$ cat src/rtl/wb_stage.sv
// Write-back/commit stage: latches one MEM instruction, resolves exceptions/ERTN, drives GPR/CSR commit and pipeline flush.
// Optional golden-trace outputs are enabled by defining WB_DEBUG_TRACE_EN.
module wb_stage (
    input  logic        clk,
    input  logic        reset,
    input  logic        ms_to_ws_valid,
    output logic        ws_allowin,
    input  logic [31:0] ms_pc,
    input  logic [31:0] ms_vaddr,
    input  logic [31:0] ms_result,
    input  logic        ms_gr_we,
    input  logic [4:0]  ms_dest,
    input  logic [4:0]  ms_ex,
    input  logic        ms_ertn,
    input  logic        ms_csr_we,
    input  logic        ms_csr_rd,
    input  logic [13:0] ms_csr_num,
    input  logic [31:0] ms_csr_wmask,
    input  logic [31:0] ms_csr_wvalue,
    input  logic        has_int,
    input  logic [31:0] csr_rvalue,
    input  logic [31:0] ex_entry,
    input  logic [31:0] ex_era,
    output logic        rf_we,
    output logic [4:0]  rf_waddr,
    output logic [31:0] rf_wdata,
    output logic        csr_we,
    output logic [13:0] csr_num,
    output logic [31:0] csr_wmask,
    output logic [31:0] csr_wvalue,
    output logic        wb_ex,
    output logic [5:0]  wb_ecode,
    output logic        wb_esubcode,
    output logic [31:0] wb_pc,
    output logic [31:0] wb_vaddr,
    output logic        ertn_flush,
    output logic        ws_flush,
    output logic [31:0] ws_flush_target
`ifdef WB_DEBUG_TRACE_EN
    ,
    output logic [31:0] debug_wb_pc,
    output logic [3:0]  debug_wb_rf_we,
    output logic [4:0]  debug_wb_rf_wnum,
    output logic [31:0] debug_wb_rf_wdata
`endif
);

    logic        ws_ready_go;
    logic        ws_valid_q, ws_valid_d;
    logic        flush_block_q, flush_block_d;
    logic [31:0] pc_q, pc_d;
    logic [31:0] vaddr_q, vaddr_d;
    logic [31:0] result_q, result_d;
    logic        gr_we_q, gr_we_d;
    logic [4:0]  dest_q, dest_d;
    logic [4:0]  ex_q, ex_d;
    logic        ertn_q, ertn_d;
    logic        csr_we_q, csr_we_d;
    logic        csr_rd_q, csr_rd_d;
    logic [13:0] csr_num_q, csr_num_d;
    logic [31:0] csr_wmask_q, csr_wmask_d;
    logic [31:0] csr_wvalue_q, csr_wvalue_d;

    always_comb begin
        ws_ready_go   = 1'b1;
        ws_allowin    = flush_block_q | ~ws_valid_q | ws_ready_go;
        pc_d          = pc_q;
        vaddr_d       = vaddr_q;
        result_d      = result_q;
        gr_we_d       = gr_we_q;
        dest_d        = dest_q;
        ex_d          = ex_q;
        ertn_d        = ertn_q;
        csr_we_d      = csr_we_q;
        csr_rd_d      = csr_rd_q;
        csr_num_d     = csr_num_q;
        csr_wmask_d   = csr_wmask_q;
        csr_wvalue_d  = csr_wvalue_q;
        ws_valid_d    = ws_valid_q;
        flush_block_d = ws_flush;
        if (ms_to_ws_valid && ws_allowin) begin
            pc_d         = ms_pc;
            vaddr_d      = ms_vaddr;
            result_d     = ms_result;
            gr_we_d      = ms_gr_we;
            dest_d       = ms_dest;
            ex_d         = ms_ex;
            ertn_d       = ms_ertn;
            csr_we_d     = ms_csr_we;
            csr_rd_d     = ms_csr_rd;
            csr_num_d    = ms_csr_num;
            csr_wmask_d  = ms_csr_wmask;
            csr_wvalue_d = ms_csr_wvalue;
        end
        // The instruction already in flight from MEM when a flush fires is dropped.
        if (ws_flush || flush_block_q) begin
            ws_valid_d = 1'b0;
        end else if (ws_allowin) begin
            ws_valid_d = ms_to_ws_valid;
        end
    end

    always_ff @(posedge clk) begin
        if (reset) begin
            ws_valid_q    <= 1'b0;
            flush_block_q <= 1'b0;
            pc_q          <= 32'h0;
            vaddr_q       <= 32'h0;
            result_q      <= 32'h0;
            gr_we_q       <= 1'b0;
            dest_q        <= 5'h0;
            ex_q          <= 5'h0;
            ertn_q        <= 1'b0;
            csr_we_q      <= 1'b0;
            csr_rd_q      <= 1'b0;
            csr_num_q     <= 14'h0;
            csr_wmask_q   <= 32'h0;
            csr_wvalue_q  <= 32'h0;
        end else begin
            ws_valid_q    <= ws_valid_d;
            flush_block_q <= flush_block_d;
            pc_q          <= pc_d;
            vaddr_q       <= vaddr_d;
            result_q      <= result_d;
            gr_we_q       <= gr_we_d;
            dest_q        <= dest_d;
            ex_q          <= ex_d;
            ertn_q        <= ertn_d;
            csr_we_q      <= csr_we_d;
            csr_rd_q      <= csr_rd_d;
            csr_num_q     <= csr_num_d;
            csr_wmask_q   <= csr_wmask_d;
            csr_wvalue_q  <= csr_wvalue_d;
        end
    end

    always_comb begin
        wb_ex       = ws_valid_q & (has_int | (|ex_q));
        wb_ecode    = 6'h00;
        wb_esubcode = 1'b0;
        // Priority INT > ADEF > INE > SYS > BRK > ALE; ex_q is {ale, brk, sys, ine, adef}.
        if (wb_ex) begin
            if (has_int)       wb_ecode = 6'h00;
            else if (ex_q[0])  wb_ecode = 6'h08;
            else if (ex_q[1])  wb_ecode = 6'h0D;
            else if (ex_q[2])  wb_ecode = 6'h0B;
            else if (ex_q[3])  wb_ecode = 6'h0C;
            else               wb_ecode = 6'h09;
        end
        ertn_flush      = ws_valid_q & ertn_q & ~wb_ex;
        ws_flush        = wb_ex | ertn_flush;
        ws_flush_target = wb_ex ? ex_entry : (ertn_flush ? ex_era : 32'h0);
        rf_we           = ws_valid_q & gr_we_q & ~wb_ex;
        rf_waddr        = dest_q;
        rf_wdata        = csr_rd_q ? csr_rvalue : result_q;
        csr_we          = ws_valid_q & csr_we_q & ~wb_ex;
        csr_num         = csr_num_q;
        csr_wmask       = csr_wmask_q;
        csr_wvalue      = csr_wvalue_q;
        wb_pc           = pc_q;
        wb_vaddr        = vaddr_q;
    end

`ifdef WB_DEBUG_TRACE_EN
    assign debug_wb_pc       = pc_q;
    assign debug_wb_rf_we    = {4{rf_we}};
    assign debug_wb_rf_wnum  = rf_waddr;
    assign debug_wb_rf_wdata = rf_wdata;
`endif

endmodule
$ cat config.mk
export PLATFORM = sky130hd
export DESIGN_NAME = wb_stage
export DESIGN_NICKNAME = d
export VERILOG_FILES = /design/src/rtl/wb_stage.sv
export SDC_FILE = /design/constraint.sdc
export NUM_CORES = 1
export LEC_CHECK = 0
export CAP_MARGIN = 5
export CORE_AREA = 5 5 198 200
export CTS_BUF_LIST = sky130_fd_sc_hd__clkbuf_16
export DETAILED_ROUTE_END_ITERATION = 6
export DIE_AREA = 0 0 203 205
export REMOVE_ABC_BUFFERS = 1
export SYNTH_ARGS = -nofsm -noshare
export SYNTH_HDL_FRONTEND = slang
export SYNTH_SLANG_ARGS = --single-unit
$ cat constraint.sdc
create_clock -name clk -period 1.95 [get_ports clk]
set_input_delay 0.39 -clock clk [delete_from_list [all_inputs] [get_ports clk]]
set_output_delay 0.39 -clock clk [all_outputs]
set_load 0.02 [all_outputs]
==> implementation parameters <==
Parameter                              Value

Die
  Die outline area    roughly 0.042 mm2
  Std-Cell Rows    just over 70
  Core Region    0.0372 mm2
  Die height    205 um
  Effective utilization at floorplan    a little over a fifth
  Number of placed I/O pins    512
  Die W    203 um

Clock tree
  Clock-pin slew on the worst setup and hold paths    about 0.07 ns
  Clock network latency to the later pin of the worst-skew pair    around 0.44 ns
  Root buf cell    clkbuf_16
  Clock buffers created by TritonCTS    17
  Clock sink count    190
  Clock tree from TritonCTS    yes
  H-tree depth    4
  Maximum buffer depth of the clock tree    2
  Count of hold-fix buffers inserted at cts    0

Power
  Combinational share of power    approximately 25%
  Power share of the sequential group    approximately 41%
  Worst VDD drop    roughly 0.56 mV
  Share of total power consumed by net switching    27.2%
  Overall power of the completed layout    between 10000 and 15000 uW
  Power density cells    703 mW/mm2
  Lkg Pwr    0.00622 uW
  Net switching power figure    around 2800 uW
  Internal Power    between 7000 and 8000 uW
  Clock network fraction of design power    33.9%

Critical path
  Critical path depth    7
  Worst reg2reg path endpoint    ws_valid_q
  Critical path's largest stage delay    ~0.56 ns
  Category of cells accounting for the largest share of critical-path delay    simple AND/OR/NAND/NOR gates
  CP dominant cell by count    buf_6
  Signal arrival time at the worst endpoint    between 2 and 2.5 ns
  First element of the critical path    ex_q[1]
  Critical path buffers and inverters    4
  Reg2reg setup slack    ~0.16 ns
  Number of cells on the worst reg-to-reg path    5
  Start-to-end type of the worst setup path    reg2out
  Destination of the critical timing path    ws_flush_target[8]
  Ordered list of cells on the worst path    or4_4 > nor3_4 > buf_6 > buf_16 > buf_6 > mux2i_1 > buf_4
  Data required, critical path    approximately 1.6 ns
  Slowest CP cell    or4_4
  Critical R2R Launch    ex_q[1]
  Worst-path fanout max    7
  Element type at the critical path end    output pin
  Critical Path Start Type    flop

Drt
  Count of TritonRoute iterations in the first routing pass    4
  Vias post-DR    between 7000 and 8000
  Mean number of vias per cell    slightly above 4
  Remaining antenna violation count    0
  Routed wire length    32100 um
  Detailed-route wire length per cell    ~18 um
  DRT iter0 DRCs    roughly 260
  DRC    0

Timing
  # setup viols final    44
  Max frequency    around 380 MHz
  Number of failing hold endpoints at the final stage    0
  Final worst-path cycle share    135%
  Post-layout min period    ~2.6 ns
  Slew Viols, Final    0
  Post-route worst setup slack    -0.688 ns
  Worst Clk Skew    roughly 0.0013 ns
  Setup repair after global routing missed its margin    yes

Yosys
  Dominant synthesized flop cell    dfxtp_1
  Mean instance size in the synthesized netlist    roughly 10 um2
  Share of the synthesized area in the top cell type    between 40% and 50%
  Cell taking the most area after synthesis    dfxtp_1
  #FFs+latches synth    190
  Post-Syn Area    roughly 0.0078 mm2
  Synth warnings    0
  Count of distinct cell types in the synthesized netlist    24
  Number of flops mapped to enable cells by yosys    0
  Most frequent cell after synthesis    mux2i_1
  List of most frequent post-synthesis cells    220 x mux2i_1, 190 x dfxtp_1, 189 x nor2_1, 64 x nand2_1
  Top cells by area in the synthesized netlist    dfxtp_1 49%, mux2i_1 28%, nor2_1 9.1%
  Register area share after synthesis    49.0%
  Number of instances in the synthesized netlist    between 700 and 800
  Fraction of registers with async set/reset    0%

Min path
  Type of the worst min-delay path    in2reg

Layout
  Area taken by multi-input logic gates    approximately 0.0038 mm2
  Number of nets at the end of the flow    ~1600
  Growth of design area from synthesis to finish    87.5%
  Area used by sequential logic in the layout    between 0.003 and 0.004 mm2
  Fraction of layout cells with a size suffix above 1    between 15 and 20%
  Final cell area excluding filler cells    ~0.015 mm2
  Number of inserted diodes    0
  Fill cells    approximately 3700

Outcome
  Violated checks    setup timing
  Result of the run    complete, but fails checks

GRT
  Pin count of the biggest net entering global routing    37
  Global-route wire length before repair    47000 um
  GRT Util Overall    between 10% and 20%
  Antenna violations before repair    0
  Remaining global-route overflow    0
  Via count of the first global-routing pass    7889

Place
  Worst setup slack before clock tree synthesis    -0.735 ns
  Count of input and output buffers    between 500 and 600
  RD Place Congestion    0.947
  Post-DP HPWL    about 25000 um
  Instance area at placement    about 0.014 mm2

Flow run
  Maximum capacitance violations    0
metrics by stage:
step	util, %	TNS (ns)	hold WS [ns]	instances
finish	39.1	-22.87	0.295	1790
global route	39.1	-27.98	0.284	1790
CTS	39.0	-29.75	0.274	1793
detailed placement	36.6	-28.72	0.402	1742
global placement	36.6	-28.29	0.395	1742
floorplan	-	-37.74	0.392	716
metal layers:
| metal | part of all wire, % | GRT usage (%) | routed length (um) | vias up |
|---|---|---|---|---|
| li1 | - | - | - | 3618 |
| met1 | 36 | 15.0 | 11600 | 3426 |
| met2 | 51 | 25.9 | 16300 | 319 |
| met3 | 8.7 | 5.75 | 2800 | 55 |
| met4 | 4.3 | 7.93 | 1370 | 0 |
| met5 | 0 | 0 | 0 | - |
cell usage in the layout (no fill, tap or decap), types with 2 or more instances in the layout:
cell / n
and3_1: 3
buf_12: 13
buf_16: 2
buf_2: 3
buf_4: 72
buf_6: 44
buf_8: 2
bufinv_16: 2
clkbuf_16: 18
clkdlybuf4s50_1: 430
clkinv_1: 2
clkinv_2: 2
clkinv_4: 4
clkinvlp_4: 2
conb_1: 4
dfxtp_1: 187
dfxtp_2: 2
dlygate4sd2_1: 2
inv_6: 2
mux2_4: 31
mux2i_1: 214
mux2i_2: 4
mux2i_4: 2
nand2_1: 64
nor2_1: 188
nor2b_1: 2
nor3b_1: 2
flip-flops by register name, summed over array words and instances, names as in the netlist:
name and flops:
rf_waddr 5, wb_pc 32, result_q 32, csr_num 14, ex_q 5, wb_vaddr 32
csr_we_q 1, gr_we_q 1, csr_wvalue 32, flush_block_q 1, ws_valid_q 1, ertn_q 1
csr_rd_q 1, csr_wmask 32
layout make-up:
class / instances / area share [%]
clock buffers: 17 / 2.92
multi-input cells: 525 / 26.3
flip-flops and latches: 190 / 26.2
clock inverters: 14 / 0.998
inverters: 1 / 0.0258
repair buffers: 569 / 39.5
well taps: 474 / 4.08
timing repair:
action / in CTS / in global routing
endpoints found under the setup margin: 74 / 73
gates cloned: 5 / 1
hold endpoints to repair: 0 / 0
buffers inserted: 15 / 3
resized for setup: 413 / 34
pin swaps: 5 / 3
logic make-up (layout without fill, tap and decap cells):
logic type / Yosys count / after routing / synth area share [%]
flops: 190 / 190 / 49.0
buf+inv: 63 / 601 / 3.93
mux: 252 / 252 / 33.0
simple gates: 267 / 267 / 13.7
compound gates: 2 / 2 / 0.210
other cells: 2 / 4 / 0.0968
worst min path at each step:
stage | startpoint | to | slack, ns | cells after the start
6_report | reset | wb_vaddr[26] | 0.30 | 2
5_1_grt | reset | csr_wmask[30] | 0.28 | 2
4_1_cts | reset | wb_vaddr[26] | 0.27 | 2
3_5_place_dp | flush_block_q | ws_valid_q | 0.40 | 1
3_3_place_gp | flush_block_q | ws_valid_q | 0.40 | 1
2_1_floorplan | flush_block_q | ws_valid_q | 0.39 | 1
power groups by stage:
stage	Combinational [uW]	Clock (uW)	Sequential, uW
final	2520	3470	4240
after global routing	2670	3800	4270
after CTS	2520	3640	4240
after detailed placement	2360	0	4330
after global placement	2350	0	4320
after floorplan	609	0	4540
Power figures use the tool's default switching activity.
